`src/rtl/cmd_reg_arbiter_if.sv`:
```
// Write-request bus between the command-register requesters and the arbiter,
// plus the arbiter's status and register-bank outputs.
interface cmd_reg_arbiter_if #(
  parameter int NUM_REQ   = 2,
  parameter int BASE_WORD = 24,
  parameter int NUM_WORDS = 40
);
  logic [NUM_REQ-1:0]      REQ;
  logic [10*NUM_REQ-1:0]   REQ_ADDR;
  logic [16*NUM_REQ-1:0]   REQ_DATA;
  logic [NUM_REQ-1:0]      GNT;
  logic                    BUSY;
  logic                    ERR;
  logic [NUM_WORDS-1:0]    WORD_UPDATED;
  logic [16*(BASE_WORD+NUM_WORDS)-1:16*BASE_WORD] COMMAND_REG;

  modport master (
    output REQ, REQ_ADDR, REQ_DATA,
    input  GNT, BUSY, ERR, WORD_UPDATED, COMMAND_REG
  );

  modport slave (
    input  REQ, REQ_ADDR, REQ_DATA,
    output GNT, BUSY, ERR, WORD_UPDATED, COMMAND_REG
  );
endinterface

```
`src/rtl/cmd_reg_arbiter.sv`:
```
// Round-robin arbiter owning the writable command-register bank: one granted
// requester commits one 16-bit word per two cycles and the changed word is flagged.
module cmd_reg_arbiter #(
  parameter int NUM_REQ   = 2,
  parameter int BASE_WORD = 24,
  parameter int NUM_WORDS = 40
) (
  input logic SYS_CLK,
  input logic RST_N,
  cmd_reg_arbiter_if.slave bus
);
  localparam int LAST_W = (NUM_REQ > 1) ? $clog2(NUM_REQ) : 1;
  localparam logic [9:0] ADDR_LO = 10'(BASE_WORD);
  localparam logic [9:0] ADDR_HI = 10'(BASE_WORD + NUM_WORDS - 1);

  typedef enum logic {IDLE, COMMIT} state_t;

  state_t               state_reg;
  logic [LAST_W-1:0]    last_reg;
  logic [9:0]           addr_reg;
  logic [15:0]          data_reg;
  logic [NUM_REQ-1:0]   gnt_reg;
  logic                 busy_reg;
  logic                 err_reg;
  logic [NUM_WORDS-1:0] upd_reg;
  logic [15:0]          bank_reg [NUM_WORDS];

  logic [9:0]  req_addr_arr [NUM_REQ];
  logic [15:0] req_data_arr [NUM_REQ];

  genvar gi;
  generate
    for (gi = 0; gi < NUM_REQ; gi++) begin : g_req_split
      assign req_addr_arr[gi] = bus.REQ_ADDR[10*gi +: 10];
      assign req_data_arr[gi] = bus.REQ_DATA[16*gi +: 16];
    end
  endgenerate

  // Search starts one past the last winner so every requester gets a turn.
  logic                win_valid;
  logic [LAST_W-1:0]   win_idx;
  logic [LAST_W-1:0]   cand;
  logic [NUM_REQ-1:0]  win_onehot;

  always_comb begin
    win_valid  = 1'b0;
    win_idx    = '0;
    cand       = '0;
    win_onehot = '0;
    for (int off = 1; off <= NUM_REQ; off++) begin
      cand = LAST_W'((int'(last_reg) + off) % NUM_REQ);
      if (!win_valid && bus.REQ[cand]) begin
        win_valid        = 1'b1;
        win_idx          = cand;
        win_onehot[cand] = 1'b1;
      end
    end
  end

  logic       in_range;
  logic [9:0] word_idx;
  logic       commit_hit;

  assign in_range   = (addr_reg >= ADDR_LO) && (addr_reg <= ADDR_HI);
  assign word_idx   = addr_reg - ADDR_LO;
  assign commit_hit = (state_reg == COMMIT) && in_range;

  always_ff @(posedge SYS_CLK or negedge RST_N) begin
    if (!RST_N) begin
      state_reg <= IDLE;
      last_reg  <= LAST_W'(NUM_REQ - 1);
      addr_reg  <= '0;
      data_reg  <= '0;
      gnt_reg   <= '0;
      busy_reg  <= 1'b0;
    end else begin
      case (state_reg)
        IDLE: begin
          if (win_valid) begin
            addr_reg  <= req_addr_arr[win_idx];
            data_reg  <= req_data_arr[win_idx];
            last_reg  <= win_idx;
            gnt_reg   <= win_onehot;
            busy_reg  <= 1'b1;
            state_reg <= COMMIT;
          end
        end
        COMMIT: begin
          gnt_reg   <= '0;
          busy_reg  <= 1'b0;
          state_reg <= IDLE;
        end
        default: begin
          gnt_reg   <= '0;
          busy_reg  <= 1'b0;
          state_reg <= IDLE;
        end
      endcase
    end
  end

  // Bank write and status pulses land on the edge that ends COMMIT.
  always_ff @(posedge SYS_CLK or negedge RST_N) begin
    if (!RST_N) begin
      err_reg <= 1'b0;
      upd_reg <= '0;
      for (int j = 0; j < NUM_WORDS; j++) begin
        bank_reg[j] <= '0;
      end
    end else begin
      err_reg <= (state_reg == COMMIT) && !in_range;
      for (int j = 0; j < NUM_WORDS; j++) begin
        upd_reg[j] <= commit_hit && (word_idx == 10'(j));
        if (commit_hit && (word_idx == 10'(j))) begin
          bank_reg[j] <= data_reg;
        end
      end
    end
  end

  assign bus.GNT          = gnt_reg;
  assign bus.BUSY         = busy_reg;
  assign bus.ERR          = err_reg;
  assign bus.WORD_UPDATED = upd_reg;

  generate
    for (gi = 0; gi < NUM_WORDS; gi++) begin : g_bank_out
      assign bus.COMMAND_REG[16*(BASE_WORD+gi) +: 16] = bank_reg[gi];
    end
  endgenerate
endmodule
```
`src/flat_wrapper.sv`:
```
// flat-port wrapper written by rule: the top's interface ports become plain ports
module cmd_reg_arbiter_flat 
#(
  parameter int NUM_REQ   = 2,
  parameter int BASE_WORD = 24,
  parameter int NUM_WORDS = 40
)
  (SYS_CLK, RST_N, bus_REQ, bus_REQ_ADDR, bus_REQ_DATA, bus_GNT, bus_BUSY, bus_ERR, bus_WORD_UPDATED, bus_COMMAND_REG);
  cmd_reg_arbiter_if #(.NUM_REQ(NUM_REQ), .BASE_WORD(BASE_WORD), .NUM_WORDS(NUM_WORDS)) bus_i ();
  input logic SYS_CLK;
  input logic RST_N;
  input wire logic [$bits(bus_i.REQ)-1:0] bus_REQ;
  input wire logic [$bits(bus_i.REQ_ADDR)-1:0] bus_REQ_ADDR;
  input wire logic [$bits(bus_i.REQ_DATA)-1:0] bus_REQ_DATA;
  output wire logic [$bits(bus_i.GNT)-1:0] bus_GNT;
  output wire logic [$bits(bus_i.BUSY)-1:0] bus_BUSY;
  output wire logic [$bits(bus_i.ERR)-1:0] bus_ERR;
  output wire logic [$bits(bus_i.WORD_UPDATED)-1:0] bus_WORD_UPDATED;
  output wire logic [$bits(bus_i.COMMAND_REG)-1:0] bus_COMMAND_REG;
  assign bus_i.REQ = bus_REQ;
  assign bus_i.REQ_ADDR = bus_REQ_ADDR;
  assign bus_i.REQ_DATA = bus_REQ_DATA;
  assign bus_GNT = bus_i.GNT;
  assign bus_BUSY = bus_i.BUSY;
  assign bus_ERR = bus_i.ERR;
  assign bus_WORD_UPDATED = bus_i.WORD_UPDATED;
  assign bus_COMMAND_REG = bus_i.COMMAND_REG;
  cmd_reg_arbiter #(.NUM_REQ(NUM_REQ), .BASE_WORD(BASE_WORD), .NUM_WORDS(NUM_WORDS)) u_core (.SYS_CLK(SYS_CLK), .RST_N(RST_N), .bus(bus_i));
endmodule
```
`config.mk`:
```
export PLATFORM = sky130hd
export DESIGN_NAME = cmd_reg_arbiter_flat
export DESIGN_NICKNAME = d
export VERILOG_FILES = /design/src/rtl/cmd_reg_arbiter_if.sv /design/src/rtl/cmd_reg_arbiter.sv /design/src/flat_wrapper.sv
export SDC_FILE = /design/constraint.sdc
export NUM_CORES = 1
export LEC_CHECK = 0
export ABC_AREA = 1
export BUFFER_PORTS_ARGS = -buffer_cell sky130_fd_sc_hd__buf_2
export CAP_MARGIN = 20
export CORE_AREA = 5 5 287 289
export CTS_CLUSTER_DIAMETER = 30
export DETAILED_ROUTE_END_ITERATION = 10
export DIE_AREA = 0 0 292 294
export PLACE_DENSITY = 0.73
export SLEW_MARGIN = 20
export SYNTH_ARGS = -nofsm -noshare
export SYNTH_HDL_FRONTEND = slang
export SYNTH_SLANG_ARGS = --single-unit
```
`constraint.sdc`:
```
create_clock -name SYS_CLK -period 1.9 [get_ports SYS_CLK]
set_input_delay 0.095 -clock SYS_CLK [delete_from_list [all_inputs] [get_ports SYS_CLK]]
set_output_delay 0.095 -clock SYS_CLK [all_outputs]
set_load 0.005 [all_outputs]
```
==> summary.md <==
| Metric | Value |
|---|---|
| Status | finished, violations left |
| Violated checks | negative setup slack |
| Synth Instances | 3443 |
| XOR/XNOR share of the synthesized area | 0% |
| Met1 usage | 30.9% |
| Clock buffer depth | 3 |
| TritonCTS buffer count | 140 |
| Vias in the first global route | 28300 |
| Pwr Density | 1270 nW/um2 |
| Pre-Repair DR Iteration Count | 7 |
| Die W | 292 um |
| GPL Wtd Cong | 0.875 |
| Design Area, Final | 42700 um2 |
| Fillers | 6752 |
| Crit path capture | u_core.bus.COMMAND_REG[665] |
| Placed instance area | 36400 um2 |
| Peak Freq | 498 MHz |
| RR Startpoint | u_core.addr_reg[4] |
| Final period util | 106% |
| Unrepaired setup endpoints after global routing | yes |
| Post-Syn Nets | 3500 |
| Most common cell in the netlist | nand2_1 |
| Slew Limit Fails | 0 |
| Num rows | 104 |
| Rel. slew slack | 45.6% |
| FF-to-FF path depth | 12 |
| Detailed Place HPWL | 75300 um |
| GR peak layer | met2 |
| Global-route usage over all layers | 25.8% |
| Post-synthesis compound-gate area fraction | 6.56% |
| FF+latch count, synth | 712 |
| Area grow syn2layout | 43.3% |
| Die area | 85800 um2 |
| Worst-path clk slew | 0.05 ns |
| Most frequent cells after synthesis | nand2_1 (834), dfrtp_1 (711), inv_1 (629) |
| Final setup fails | 351 |
| Synth area leaders | dfrtp_1 (60%), nand2_1 (11%), inv_1 (7.9%) |
| Avg Cell Area, Syn | 8.65 um2 |
| Reg2reg setup slack | -0.11 ns |
| H-tree levels | 4 |
| GR Layer Usage met2 | 41.0% |
| Post-synthesis adder-cell area fraction | 0.0420% |
| Max reg flops | 640 |
| Largest net degree at the start of global routing | 71 |
| First-pass GRT wire length | 171000 um |
| CTS tree | done |
| Post-synth design cell area | 29800 um2 |
| Crit Reg-Reg Endpoint | u_core.bus.COMMAND_REG[665] |
| CP startpoint kind | register |
| Worst Tran Pin Value | 0.812 ns |
| Critical path peak fanout | 26 |
| Fin crit period | 2.01 ns |
| Post-synth EDFFs | 0 |
| Ys async rst share | 100% |
| Min-delay worst type | in -> async |
| Yosys warning count | 0 |
| Nets | 4417 |
| Total grt overflow | 0 |
| Die Y | 294 um |
| Critical path capture point type | register |
| Crit. Startpoint | u_core.addr_reg[4] |
| Antenna Nets Post-Route | 0 |
| Main combinational cell family by area after synthesis | simple AND/OR/NAND/NOR gates |
| Endpoints failing hold | 0 |
| Via density | 5.11 |
| Clk sinks | 712 |
| Post-synthesis sequential area ratio | 59.8% |
| Final worst-path setup slack | -0.108 ns |
| Peak VDD IR | 1.42 mV |
| Tot Pwr | 54.3 mW |
| # Max-Cap Violations | 0 |
| Simple logic cell fraction of the synthesized area | 21.5% |
| Placeable Area | 79600 um2 |
| Layout cell share with drive strength beyond 1 | 29.5% |
| Antenna violations before repair | 0 |
| Worst Path Class, Setup | reg -> reg |
| Post-synth top area share | 59.7% |
| 1st-iter DRT viols | 2404 |
| Worst Path Required | 2.45 ns |
| Post-synthesis cell type count | 25 |
| Clk_lat worst skew | 0.71 ns |
| Post-synthesis mux area share | 0% |
| Final Util | 53.6% |
| Per-cell routed wire length | 21.0 um |
| DRC viols | 0 |
| IO buf count | 739 |
| Num ports | 740 |
| Clk_skew | 0.0555 ns |
| Lkg Pwr | 25.4 nW |
| Clock root buffer master | clkbuf_16 |
| Met3 usage | 7.92% |
| CP Data Arrival Time | 2.56 ns |
| Via count | 28300 |
| Largest area contributor in the netlist | dfrtp_1 |
| Starting density of the core | 37.4% |
| Ys flop type | dfrtp_1 |
| Post-Route WL | 116000 um |
## critical path: stages (launching register included)
cell and delay, ns:
dfrtp_1 0.43, ha_4 0.19, inv_4 0.08, nand3_2 0.07
nand2_1 0.11, nand2_2 0.08, nor2_4 0.13, buf_12 0.18
buf_12 0.17, buf_12 0.17, nand4_1 0.11, nand2_1 0.10
inv_1 0.04
## repair_timing
| item | CTS | global route |
|---|---|---|
| gates cloned | 4 | 7 |
| buffers inserted | 3 | 8 |
| pin swaps | 11 | 11 |
| endpoints found under the setup margin | 621 | 654 |
| gates resized for setup | 45 | 49 |
| endpoints found under the hold margin | 742 | 0 |
| hold buffers | 65 | 0 |
## logic make-up (layout without fill, tap and decap cells)
logic type,Yosys count,in the layout
AND/OR/NAND/NOR,1450,1450
buffers and inverters,896,1922
flip-flops,712,712
other,0,1
AO/OA/AOI/OAI,384,384
adder cells (fa/ha/maj),1,1
## report_power, final
group	leakage [nW]	internal [mW]	switching, mW
registers	9.87	15.8	0.506
logic	13.2	3.53	9.06
clock network	2.39	16.8	8.73
## cells in the final DEF (no fill, tap or decap), types with 19 or more instances in the layout
cell / count
inv_2: 19
nand2_1: 819
o21ai_1: 38
nor2_1: 226
buf_2: 738
dlygate4sd3_1: 65
nand4_1: 289
dfrtp_1: 708
nor3_1: 28
clkbuf_16: 148
o21ai_0: 126
buf_4: 111
buf_12: 97
a21oi_1: 188
a31oi_1: 26
nand3_2: 23
inv_1: 612
## how the worst min path moves through the flow
| stage | cells past startpoint | slack, ns | to | from |
|---|---|---|---|---|
| final | 3 | 0.04 | u_core.bus.COMMAND_REG[1013] | RST_N |
| after global routing | 3 | 0.03 | u_core.bus.COMMAND_REG[847] | RST_N |
| after CTS | 3 | 0.02 | u_core.addr_reg[2] | RST_N |
| after detailed placement | 1 | -0.01 | u_core.data_reg[12] | RST_N |
| after global placement | 1 | -0.01 | u_core.data_reg[12] | RST_N |
| after floorplan | 0 | -0.20 | u_core.addr_reg[0] | RST_N |
## routing by layer
layer  wire length (um)  share of wire (%)  vias to the layer above
met5                  0                  0                        -
met4               8040                6.9                        0
met3              12200                 11                      458
met2              53300                 46                     1835
met1              42300                 36                    13400
li1                   -                  -                    12600
## through the flow
stage | setup TNS (ns) | hold WS (ns) | cells | setup slack, ns
floorplan | 0 | -0.201 | 3443 | 0.00680
global placement | -2.72 | -0.0116 | 5191 | -0.0965
detailed placement | -25.46 | -0.0145 | 5191 | -0.148
CTS | -5.02 | 0.0164 | 5514 | -0.0783
global route | -62.93 | 0.0308 | 5529 | -0.212
finish | -14.14 | 0.0360 | 5530 | -0.108
## area by class of cell
| class | count | area, um2 | share of cell area [%] |
|---|---|---|---|
| clock inverters | 77 | 1110 | 2.59 |
| flip-flops and latches | 712 | 17800 | 41.7 |
| multi-input cells | 1835 | 8660 | 20.3 |
| inverters | 636 | 2400 | 5.62 |
| diodes | 1 | 2.50 | 0.00586 |
| clock buffers | 174 | 3830 | 8.97 |
| well taps | 1060 | 1330 | 3.11 |
| repair buffers | 1035 | 7560 | 17.7 |
(Power assumes the default switching activity.)
